`src/rtl/alu_pkg.sv`:
```
// Shared ALU definitions: op codes and status-flag bit positions.
// Used by the ALU op decode and by the result buffer.
package alu_pkg;

    localparam int OPW   = 3;
    localparam int FLAGW = 4;

    // Flags travel as {Z,N,C,V}, MSB first.
    localparam int FLAG_Z = 3;
    localparam int FLAG_N = 2;
    localparam int FLAG_C = 1;
    localparam int FLAG_V = 0;

    typedef enum logic [OPW-1:0] {
        OP_AND = 3'd0,
        OP_OR  = 3'd1,
        OP_ADD = 3'd2,
        OP_SUB = 3'd3,
        OP_XOR = 3'd4
    } alu_op_e;

    function automatic logic is_arith(input logic [OPW-1:0] op);
        return (op == OP_ADD) || (op == OP_SUB);
    endfunction

endpackage

```
`src/rtl/alu_flag_gen.sv`:
```
// Combinational Z/N/C/V derivation from ALU operands, result and adder carry.
// Illegal op codes fall through with C=V=0.
module alu_flag_gen
    import alu_pkg::*;
#(
    parameter int WIDTH = 32
) (
    input  logic [OPW-1:0]   op,
    input  logic [WIDTH-1:0] a,
    input  logic [WIDTH-1:0] b,
    input  logic [WIDTH-1:0] result,
    input  logic             carry,
    output logic [FLAGW-1:0] flags
);

    logic a_msb;
    logic b_msb;
    logic r_msb;

    assign a_msb = a[WIDTH-1];
    assign b_msb = b[WIDTH-1];
    assign r_msb = result[WIDTH-1];

    // NOTE: every output gets a default before the case so no path leaves it unassigned (no latch).
    always_comb begin
        flags         = '0;
        flags[FLAG_Z] = (result == '0);
        flags[FLAG_N] = r_msb;
        flags[FLAG_C] = is_arith(op) ? carry : 1'b0;
        case (op)
            OP_ADD:  flags[FLAG_V] = (a_msb == b_msb) && (r_msb != a_msb);
            OP_SUB:  flags[FLAG_V] = (a_msb != b_msb) && (r_msb != a_msb);
            default: flags[FLAG_V] = 1'b0;
        endcase
    end

endmodule

```
`src/rtl/alu_result_buffer.sv`:
```
// Queues ALU results with derived flags and op code in a DEPTH-entry FIFO
// between the ALU and the register-file writeback; counts retired operations.
module alu_result_buffer
    import alu_pkg::*;
#(
    parameter int WIDTH = 32,
    parameter int DEPTH = 4,
    parameter int CNTW  = 16
) (
    input  logic             clk,
    input  logic             rst_n,
    input  logic             in_valid,
    output logic             in_ready,
    input  logic [OPW-1:0]   in_op,
    input  logic [WIDTH-1:0] in_a,
    input  logic [WIDTH-1:0] in_b,
    input  logic [WIDTH-1:0] in_result,
    input  logic             in_carry,
    output logic             out_valid,
    input  logic             out_ready,
    output logic [WIDTH-1:0] out_result,
    output logic [FLAGW-1:0] out_flags,
    output logic [OPW-1:0]   out_op,
    output logic [CNTW-1:0]  ops_retired
);

    localparam int AW = $clog2(DEPTH);
    localparam int PW = AW + 1;

    typedef struct packed {
        logic [WIDTH-1:0] result;
        logic [FLAGW-1:0] flags;
        logic [OPW-1:0]   op;
    } entry_t;

    entry_t          mem_q [DEPTH];
    entry_t          mem_d [DEPTH];
    logic [PW-1:0]   wr_ptr_q, wr_ptr_d;
    logic [PW-1:0]   rd_ptr_q, rd_ptr_d;
    logic [CNTW-1:0] ops_retired_q, ops_retired_d;

    logic [FLAGW-1:0] in_flags;
    logic             full;
    logic             empty;
    logic             push;
    logic             pop;
    entry_t           head;

    alu_flag_gen #(.WIDTH(WIDTH)) u_flag_gen (
        .op     (in_op),
        .a      (in_a),
        .b      (in_b),
        .result (in_result),
        .carry  (in_carry),
        .flags  (in_flags)
    );

    // Wrap bit distinguishes full from empty when the index bits match.
    assign full  = (wr_ptr_q[AW] != rd_ptr_q[AW]) && (wr_ptr_q[AW-1:0] == rd_ptr_q[AW-1:0]);
    assign empty = (wr_ptr_q == rd_ptr_q);

    assign in_ready  = !full;
    assign out_valid = !empty;
    assign push      = in_valid && in_ready;
    assign pop       = out_valid && out_ready;

    always_comb begin
        mem_d         = mem_q;
        wr_ptr_d      = wr_ptr_q;
        rd_ptr_d      = rd_ptr_q;
        ops_retired_d = ops_retired_q;
        if (push) begin
            mem_d[wr_ptr_q[AW-1:0]] = '{result: in_result, flags: in_flags, op: in_op};
            wr_ptr_d                = wr_ptr_q + 1'b1;
        end
        if (pop) begin
            rd_ptr_d = rd_ptr_q + 1'b1;
            if (ops_retired_q != '1) begin
                ops_retired_d = ops_retired_q + 1'b1;
            end
        end
    end

    // NOTE: state updates use non-blocking assignments so all flops sample pre-edge values together.
    // NOTE: storage is reset too, so out_* read zero after reset rather than stale data.
    always_ff @(posedge clk or negedge rst_n) begin
        if (!rst_n) begin
            wr_ptr_q      <= '0;
            rd_ptr_q      <= '0;
            ops_retired_q <= '0;
            for (int i = 0; i < DEPTH; i++) begin
                mem_q[i] <= '0;
            end
        end else begin
            wr_ptr_q      <= wr_ptr_d;
            rd_ptr_q      <= rd_ptr_d;
            ops_retired_q <= ops_retired_d;
            mem_q         <= mem_d;
        end
    end

    assign head        = mem_q[rd_ptr_q[AW-1:0]];
    assign out_result  = head.result;
    assign out_flags   = head.flags;
    assign out_op      = head.op;
    assign ops_retired = ops_retired_q;

endmodule
```
`config.mk`:
```
export PLATFORM = sky130hd
export DESIGN_NAME = alu_result_buffer
export DESIGN_NICKNAME = d
export VERILOG_FILES = /design/src/rtl/alu_pkg.sv /design/src/rtl/alu_flag_gen.sv /design/src/rtl/alu_result_buffer.sv
export SDC_FILE = /design/constraint.sdc
export NUM_CORES = 1
export LEC_CHECK = 0
export CORE_MARGIN = 2
export CORE_UTILIZATION = 35
export CTS_CLUSTER_DIAMETER = 150
export DETAILED_ROUTE_END_ITERATION = 8
export PLACE_DENSITY = 0.62
export SETUP_SLACK_MARGIN = 0.2
export SYNTH_ARGS = -nofsm -noshare
export SYNTH_HDL_FRONTEND = slang
export SYNTH_SLANG_ARGS = --single-unit
```
`constraint.sdc`:
```
create_clock -name clk -period 2.5 [get_ports clk]
set_input_delay 0.25 -clock clk [delete_from_list [all_inputs] [get_ports clk]]
set_output_delay 0.25 -clock clk [all_outputs]
set_load 0.01 [all_outputs]
```
==> results.py, run 1 <==
metrics = {
    "layout": {
        "drive_gt1_frac": 0.387,
        "num-nets-final": 725,
        "fin_area_um2": 9980,
        "area_growth_pct": 26.1,
        "final_common_cell": "dfrtp_1",
        "layout_common_cells": "dfrtp_1 (172), mux2_2 (120), clkdlybuf4s50_1 (56)",
        "antennaDiodeCount": 0,
        "fillerInstances": 1966,
    },
    "synthesis": {
        "synth_edf_count": 0,
        "yosys_warnings": 0,
        "synth-seq-cells": 174,
        "synth-async-reset-ratio": 1.00,
        "avgSynthCellArea_um2": 15.7,
        "synth_ff_type": "dfrtp_1",
        "synthDistinctLibCells": 36,
        "synthesis.nets": 615,
        "seq_area_frac_synth": 0.550,
        "yosysTopAreaCellShare": 0.550,
        "synthTopCellsByArea": "dfrtp_1 (55%), mux2_2 (17%), mux4_2 (11%), mux2_1 (4.3%), buf_4 (1.5%)",
        "synth_top_area_cell": "dfrtp_1",
        "syn-cell-area_um2": 7920,
        "synthCells": 505,
    },
    "drt": {
        "drt-total-wl_mm": 18.0,
        "antenna_left": 0,
        "vias": 4671,
        "drcViolationCount": 0,
        "drtIter0Drc": 197,
        "drtPass1Iterations": 4,
        "vias_per_cell": 5.12,
        "avgRoutedWirePerCell_um": 19.7,
    },
    "floorplanning": {
        "die-width_um": 154,
        "die_h_um": 154,
        "io_pins": 161,
        "die-area_um2": 23800,
        "coreArea_um2": 22400,
        "row_count": 55,
        "start_util": 0.353,
    },
    "global_routing": {
        "grt_pass1_wl_mm": 29.3,
        "grt_pass1_vias": 5226,
        "antenna_found_initial": 0,
        "grt_max_degree": 66,
        "grt_usage": 0.160,
        "grt-ovfl-total": 0,
    },
    "power": {
        "total_power_uw": 13700,
        "ir_worst_vdd_v": 0.000474,
        "power_density_nw_per_um2": 1370,
        "power_leakage_uw": 0.00416,
    },
    "timing": {
        "rsz0062_at_grt": "yes",
        "fin_crit_ns": 2.31,
        "fin_setup_tns_ns": 0,
        "finalSetupViolations": 0,
        "skew_ns": 0.00966,
        "relSlewSlack": 0.584,
        "worst_slew_pin_slew_ns": 0.624,
        "slew_viol_final": 0,
        "fin_crit_sh": 0.926,
        "finalHoldViolCount": 0,
        "max_freq_mhz": 432,
    },
    "setup_path": {
        "critical_path.startpoint_type": "flop",
        "cpPeakStageDelay_ns": 0.55,
        "path_cells": "buf_4, buf_16, mux4_2, dlygate4sd2_1",
        "cp-end-kind": "output port",
        "critical_path_buf_inv_count": 3,
        "critical-path-slowest-cell": "mux4_2",
        "cp_data_arrival_time_ns": 2.06,
        "worstPathRequired_ns": 2.25,
        "worstSetupPathType": "reg2out",
        "cp_max_fo": 7,
        "critPathTopFamily": "buffers and inverters",
    },
    "clocking": {
        "clk_latency_ns": 0.42,
        "htree_levels": 4,
        "cts_tree": "built",
        "ctsRootBufferMaster": "clkbuf_16",
        "cts_buffer_depth": 2,
        "clkTransAtPathRegs_ns": 0.07,
        "cts-buffers-inserted": 17,
        "cts.sinks": 174,
    },
    "min_path": {
        "min_path_type": "in2async",
    },
    "placed_design": {
        "port_buffers": 98,
        "placedInstanceArea_um2": 9290,
        "gp_congestion": 0.781,
        "dp.final_hpwl_mm": 11.2,
    },
    "run": {
        "cap_violations": 0,
    },
    "status": {
        "status": "complete, no violations",
    },
}
==> cell usage after synthesis (all sizes together) (2+ instances only) <==
cell and number:
and3 2, buf 24, clkbuf 5, dfrtp 174, ha 6, inv 2, mux2 150, mux4 38
nand2 19, nand2b 2, nand3 8, nand4 4, nor2 3, nor3 4, nor4 11, o211ai 7
o21ai 9, o311ai 4, xnor2 14, xor2 9
==> state kept, by name (all words and copies together) (netlist names) <==
register / cells
ops_retired: 16
rd_ptr_q: 3
mem_q: 152
wr_ptr_q: 3
==> where the power goes <==
part	total, uW	internal, uW	switching, uW
logic	6310	3640	2670
registers	4910	4150	762
clock network	2440	1290	1150
==> cell families (layout without fill, tap and decap cells) <==
kind of cell,after synthesis,count (layout),synth area share
AOI/OAI and AO/OA,25,25,0.0296
DFF,174,174,0.550
buffers and inverters,31,154,0.0234
xor gates and xnor gates,23,23,0.0283
adders and majority gates,6,6,0.00948
and+or+nand+nor,57,57,0.0364
muxes,189,189,0.323
==> per-stage QoR <==
step | hold slack [ns] | util | setup WS (ns) | instances
5_1_grt | 0.462 | 0.445 | 0.127 | 913
4_1_cts | 0.413 | 0.445 | 0.0462 | 910
6_report | 0.400 | 0.445 | 0.186 | 913
3_3_place_gp | 0.274 | 0.414 | 0.298 | 871
3_5_place_dp | 0.299 | 0.414 | 0.267 | 871
2_1_floorplan | -0.0456 | - | 0.579 | 505
==> worst reg2reg max path, cell delays in order, from the launching register on <==
cell and delay [ns]:
dfrtp_4 0.54, buf_4 0.16, xor2_2 0.22, o311ai_4 0.27, buf_6 0.45, mux2_2 0.43
==> cell type report <==
| cell class | count | area [um2] | share of cell area |
|---|---|---|---|
| tap | 285 | 357 | 0.0357 |
| timing repair buffer | 120 | 1280 | 0.128 |
| multi-input combinational | 300 | 3440 | 0.344 |
| sequential | 174 | 4360 | 0.437 |
| clock buffer | 18 | 429 | 0.0430 |
| clock inverter | 14 | 109 | 0.0109 |
| inverter | 2 | 7.51 | 0.000752 |
==> timing repair <==
item | CTS | global route
hold endpoints to repair | 62 | 0
cloned | 4 | 0
endpoints found under the setup margin | 41 | 56
resized for setup | 89 | 16
buffers inserted | 2 | 3
hold buffers | 1 | 0
==> worst paths after layout <==
kind,start,to,slack (ns),depth (start not counted)
max,rd_ptr_q[0]$_DFFE_PN0P_,out_flags[1],0.19,4
min,rst_n,ops_retired[1]$_DFFE_PN0P_,0.40,2
max reg2reg,rd_ptr_q[0]$_DFFE_PN0P_,mem_q[24]$_DFFE_PN0P_,0.31,5
min reg2reg,mem_q[36]$_DFFE_PN0P_,mem_q[36]$_DFFE_PN0P_,0.49,1
max in group asynchronous,rst_n,mem_q[48]$_DFFE_PN0P_,1.33,3
min in group clk,mem_q[36]$_DFFE_PN0P_,mem_q[36]$_DFFE_PN0P_,0.49,1
==> per-layer routing <==
layer	vias up	share of wire	global-route usage
li1	2107	-	-
met1	2474	0.45	0.204
met2	72	0.51	0.276
met3	18	0.029	0.0305
met4	0	0.016	0.0556
met5	-	0	0
No activity file was read; power rests on OpenSTA's default activity.
==> run 2: changes to the inputs <==
--- a/config.mk
+++ b/config.mk
@@ -7,6 +7,7 @@
 export LEC_CHECK = 0
 export CORE_MARGIN = 2
 export CORE_UTILIZATION = 35
+export CTS_BUF_LIST = sky130_fd_sc_hd__clkbuf_8
 export CTS_CLUSTER_DIAMETER = 150
 export DETAILED_ROUTE_END_ITERATION = 8
 export PLACE_DENSITY = 0.62
==> results.py, run 2 (synthesized netlist as in run 1, its figures left out) <==
metrics = {
    "floorplanning": {
        "io_pins": 161,
        "die_h_um": 154,
        "die-width_um": 154,
        "row_count": 55,
        "start_util": 0.353,
        "coreArea_um2": 22400,
        "die-area_um2": 23800,
    },
    "timing": {
        "max_freq_mhz": 430,
        "relSlewSlack": 0.590,
        "slew_viol_final": 0,
        "skew_ns": 0.0173,
        "rsz0062_at_grt": "yes",
        "fin_setup_tns_ns": 0,
        "fin_crit_ns": 2.32,
        "finalSetupViolations": 0,
        "finalHoldViolCount": 0,
        "timing.final.ws_setup_ns": 0.175,
        "worst_slew_pin_slew_ns": 0.615,
        "fin_crit_sh": 0.930,
    },
    "drt": {
        "drtIter0Drc": 189,
        "vias_per_cell": 5.06,
        "avgRoutedWirePerCell_um": 19.4,
        "drcViolationCount": 0,
        "drt-total-wl_mm": 17.8,
        "drtPass1Iterations": 4,
        "vias": 4636,
        "antenna_left": 0,
    },
    "layout": {
        "top_register": "mem_q",
        "num-nets-final": 728,
        "layout_common_cells": "dfrtp_1 (172), mux2_2 (120), clkdlybuf4s50_1 (56)",
        "final_common_cell": "dfrtp_1",
        "area_growth_pct": 23.9,
        "largest_register_ffs": 152,
        "fillerInstances": 2003,
        "drive_gt1_frac": 0.410,
        "antennaDiodeCount": 0,
        "fin_area_um2": 9800,
        "final_util": 0.437,
    },
    "setup_path": {
        "cpPeakStageDelay_ns": 0.53,
        "cp-end-kind": "output port",
        "cp_max_fo": 7,
        "critical_path_buf_inv_count": 5,
        "cp_data_arrival_time_ns": 2.07,
        "critPathTopFamily": "buffers and inverters",
        "critical_path.startpoint_type": "flop",
        "worstPathRequired_ns": 2.25,
        "path_cells": "buf_12, buf_12, buf_16, buf_6, mux4_2, buf_6",
        "critical-path-slowest-cell": "dfrtp_4",
        "worstSetupPathType": "reg2out",
    },
    "global_routing": {
        "grt_usage": 0.160,
        "grt_pass1_vias": 5246,
        "grt_pass1_wl_mm": 29.2,
        "grt-ovfl-total": 0,
        "grt_max_degree": 66,
        "antenna_found_initial": 0,
    },
    "clocking": {
        "cts-buffers-inserted": 17,
        "cts_tree": "built",
        "htree_levels": 4,
        "cts_buffer_depth": 2,
        "cts.sinks": 174,
        "clkTransAtPathRegs_ns": 0.09,
        "ctsRootBufferMaster": "clkbuf_8",
        "clk_latency_ns": 0.46,
    },
    "placed_design": {
        "placedInstanceArea_um2": 9290,
        "pre_cts_ws_ns": 0.267,
        "dp.final_hpwl_mm": 11.2,
        "port_buffers": 98,
        "gp_congestion": 0.781,
    },
    "power": {
        "power_density_nw_per_um2": 1340,
        "power_leakage_uw": 0.00408,
        "ir_worst_vdd_v": 0.000459,
        "total_power_uw": 13100,
    },
    "status": {
        "status": "complete, no violations",
    },
    "min_path": {
        "min_path_type": "in2async",
    },
    "run": {
        "cap_violations": 0,
    },
}
## run 2: changes by cell type in the layout (fill, tap and decap cells not counted)
cell / previous run / this run
clkbuf_2: 7 / 9
buf_6: 8 / 14
bufbuf_16: 2 / 1
clkdlybuf4s15_1: 1 / 4
buf_16: 3 / 4
inv_1: 2 / 3
buf_2: 6 / 13
dlygate4sd2_1: 21 / 5
clkbuf_1: 1 / 0
buf_12: 8 / 9
clkbuf_16: 17 / 0
clkbuf_8: 0 / 17
## run 2: per-layer routing
metal	track usage	routed length (um)	vias up
li1	-	-	2116
met3	0.0364	610	14
met4	0.0489	278	0
met1	0.204	8030	2434
met2	0.273	8870	72
met5	0	0	-
## run 2: final cells by class
type / count / area, um2 / area share
Clock inverter: 15 / 113 / 0.0115
Sequential cell: 174 / 4360 / 0.445
Tap cell: 285 / 357 / 0.0364
Multi-Input combinational cell: 300 / 3440 / 0.350
Timing Repair Buffer: 123 / 1300 / 0.132
Inverter: 2 / 7.51 / 0.000766
Clock buffer: 17 / 234 / 0.0239
## run 2: repair_timing
| action | in CTS | in global routing |
|---|---|---|
| gates resized for setup | 130 | 22 |
| endpoints found under the hold margin | 62 | 0 |
| hold buffers | 1 | 0 |
| cloned | 4 | 0 |
| endpoints found under the setup margin | 41 | 68 |
| pin swaps | 0 | 0 |
| buffers inserted | 7 | 1 |
## run 2: report_power, final
| group | switching [uW] | internal [uW] |
|---|---|---|
| combinational | 2710 | 3710 |
| sequential | 747 | 4140 |
| clock | 1070 | 702 |
## run 2: worst register-to-register path: stages (launching register included)
cell      delay, ns
dfrtp_4        0.53
buf_12         0.16
xor2_2         0.22
o311ai_4       0.28
buf_6          0.45
mux2_2         0.41
## run 2: path summary, 6_finish.rpt
check / from / to / slack, ns / depth (start not counted)
worst max-delay path: rd_ptr_q[0]$_DFFE_PN0P_ / out_result[10] / 0.18 / 6
worst min-delay path: rst_n / ops_retired[1]$_DFFE_PN0P_ / 0.36 / 2
worst max register to register: rd_ptr_q[0]$_DFFE_PN0P_ / mem_q[24]$_DFFE_PN0P_ / 0.34 / 5
worst min register to register: mem_q[36]$_DFFE_PN0P_ / mem_q[36]$_DFFE_PN0P_ / 0.49 / 1
max in group asynchronous: rst_n / mem_q[48]$_DFFE_PN0P_ / 1.38 / 3
min in group clk: mem_q[36]$_DFFE_PN0P_ / mem_q[36]$_DFFE_PN0P_ / 0.49 / 1
## run 2: stage by stage
| step | hold WS [ns] | cells |
|---|---|---|
| floorplan | -0.0456 | 505 |
| global placement | 0.274 | 871 |
| detailed placement | 0.299 | 871 |
| CTS | 0.364 | 915 |
| global route | 0.406 | 916 |
| finish | 0.362 | 916 |
==> run 3: changes to the inputs <==
--- a/config.mk
+++ b/config.mk
@@ -8,7 +8,7 @@
 export CORE_MARGIN = 2
 export CORE_UTILIZATION = 35
 export CTS_BUF_LIST = sky130_fd_sc_hd__clkbuf_8
-export CTS_CLUSTER_DIAMETER = 150
+export CTS_CLUSTER_DIAMETER = 120
 export DETAILED_ROUTE_END_ITERATION = 8
 export PLACE_DENSITY = 0.62
 export SETUP_SLACK_MARGIN = 0.2
==> constraint.sdc (replaced) <==
create_clock -name clk -period 2.2 [get_ports clk]
set_input_delay 0.22 -clock clk [delete_from_list [all_inputs] [get_ports clk]]
set_output_delay 0.22 -clock clk [all_outputs]
set_load 0.01 [all_outputs]
==> results.py, run 3 (synthesized netlist as in run 1, its figures left out) <==
metrics = {
    "status": {
        "status": "finished, violations left",
        "violations": "setup timing",
    },
    "drt": {
        "drcViolationCount": 0,
        "antenna_left": 0,
        "vias": 5081,
        "avgRoutedWirePerCell_um": 22.9,
        "drtIter0Drc": 235,
        "vias_per_cell": 5.27,
        "drt-total-wl_mm": 22.1,
        "drtPass1Iterations": 4,
    },
    "setup_path": {
        "critical_path.startpoint_type": "flop",
        "critical-path-slowest-cell": "dfrtp_4",
        "cp-end-kind": "flop",
        "cp_max_fo": 7,
        "worstSetupPathType": "reg2reg",
        "r2r_start": "rd_ptr_q[0]$_DFFE_PN0P_",
        "rr_worst_depth": 8,
        "worstPathRequired_ns": 2.56,
        "cpPeakStageDelay_ns": 0.57,
        "crit_cells": 8,
        "crit_top_cell": "buf_6",
        "critical_path_buf_inv_count": 5,
        "critPathLaunch": "rd_ptr_q[0]$_DFFE_PN0P_",
        "path_cells": "buf_6, buf_6, xor2_4, o311ai_4, buf_6, buf_6, buf_12, mux2_4",
        "critPathTopFamily": "buffers and inverters",
        "cp_data_arrival_time_ns": 2.57,
    },
    "timing": {
        "worst_slew_pin_slew_ns": 0.669,
        "skew_ns": 0.0175,
        "fin_crit_ns": 2.21,
        "timing.final.ws_setup_ns": -0.00501,
        "finalSetupViolations": 3,
        "fin_crit_sh": 1.00,
        "finalHoldViolCount": 0,
        "max_freq_mhz": 454,
        "whs_ns": 0.304,
        "relSlewSlack": 0.554,
        "slew_viol_final": 0,
        "rsz0062_at_grt": "yes",
    },
    "layout": {
        "drive_gt1_frac": 0.544,
        "area_growth_pct": 45.4,
        "final_cells": 965,
        "top_register": "mem_q",
        "fillerInstances": 1854,
        "largest_register_ffs": 152,
        "antennaDiodeCount": 0,
        "final_util": 0.513,
        "fin_area_um2": 11500,
        "seq_area_um2": 4360,
        "multi_input_area_um2": 4170,
        "final_common_cell": "dfrtp_1",
        "num-nets-final": 777,
        "layout_common_cells": "dfrtp_1 (172), mux2_4 (150), buf_6 (67)",
    },
    "power": {
        "ir_worst_vdd_v": 0.000744,
        "power_density_nw_per_um2": 1620,
        "power_leakage_uw": 0.00533,
    },
    "clocking": {
        "cts_buffer_depth": 2,
        "ctsRootBufferMaster": "clkbuf_8",
        "cts.sinks": 174,
        "cts-buffers-inserted": 17,
        "clk_latency_ns": 0.49,
        "htree_levels": 4,
        "clkTransAtPathRegs_ns": 0.09,
        "cts_tree": "built",
    },
    "placed_design": {
        "dp.final_hpwl_mm": 11.7,
        "gp_congestion": 0.833,
        "placedCellCount": 878,
        "pre_cts_ws_ns": 0.129,
        "placedInstanceArea_um2": 9370,
        "port_buffers": 98,
    },
    "global_routing": {
        "grt_use_met2": 0.296,
        "grt_use_met3": 0.0294,
        "met1_usage": 0.224,
        "grt_usage": 0.173,
        "grt-ovfl-total": 0,
        "grt_max_degree": 65,
        "antenna_found_initial": 0,
        "grt_pass1_vias": 5509,
        "grt_pass1_wl_mm": 31.7,
        "grt_busiest_layer": "met2",
    },
    "floorplanning": {
        "die_h_um": 154,
        "row_count": 55,
        "start_util": 0.353,
        "die-area_um2": 23800,
        "die-width_um": 154,
        "io_pins": 161,
        "coreArea_um2": 22400,
    },
    "min_path": {
        "min_path_type": "in2async",
    },
    "run": {
        "cap_violations": 0,
    },
}
[run 3: cell types whose count changed in the layout (fill, tap and decap cells not counted), moves of 12 or more]
| cell | change |
|---|---|
| mux2_4 | +150 |
| clkbuf_16 | +12 |
| buf_2 | -13 |
| buf_6 | +53 |
| mux2_2 | -120 |
| mux2_1 | -30 |
[run 3: report_power, final]
| group | switching (uW) | internal (uW) | total, uW |
|---|---|---|---|
| registers | 972 | 4710 | 5680 |
| clock network | 1340 | 845 | 2180 |
| logic | 3990 | 6770 | 10800 |
[run 3: repair_timing]
action                                  in CTS  in global routing
endpoints found under the hold margin       60                  0
endpoints found under the setup margin      57                203
gates resized for setup                    344                108
cloned                                       5                 16
pin swaps                                   14                 23
hold buffers                                 1                  0
setup buffers                               19                 14
[run 3: cell type report]
class / count / share of cell area
tap: 285 / 0.0310
sequential: 174 / 0.379
timing repair buffer: 172 / 0.193
inverter: 2 / 0.000653
multi-input combinational: 300 / 0.363
clock buffer: 17 / 0.0203
clock inverter: 15 / 0.0128
[run 3: per-stage QoR]
step | power, uW | setup TNS (ns)
floorplan | 9890 | 0
global placement | 12700 | 0
detailed placement | 13000 | 0
CTS | 17300 | -0.0575
global route | 19600 | -1.21
finish | 18600 | -0.00817
[run 3: worst register-to-register path, delay by kind of cell, from the launching register on]
| kind | cells | cell delay (ns) |
|---|---|---|
| buf+inv | 5 | 0.72 |
| xor+xnor | 1 | 0.19 |
| mux | 1 | 0.30 |
| flops | 1 | 0.57 |
| compound gates | 1 | 0.31 |
[run 3: final timing paths]
path,to,slack [ns]
max,mem_q[86]$_DFFE_PN0P_,-0.005
min,ops_retired[1]$_DFFE_PN0P_,0.30
max reg2reg,mem_q[86]$_DFFE_PN0P_,-0.005
min reg2reg,mem_q[43]$_DFFE_PN0P_,0.50
max in group asynchronous,mem_q[131]$_DFFE_PN0P_,1.15
min in group clk,mem_q[82]$_DFFE_PN0P_,0.43
[run 3: metal layers]
| metal | vias to the layer above | share of wire |
|---|---|---|
| met5 | - | 0 |
| met4 | 0 | 0.015 |
| li1 | 2204 | - |
| met3 | 26 | 0.040 |
| met1 | 2730 | 0.44 |
| met2 | 121 | 0.50 |
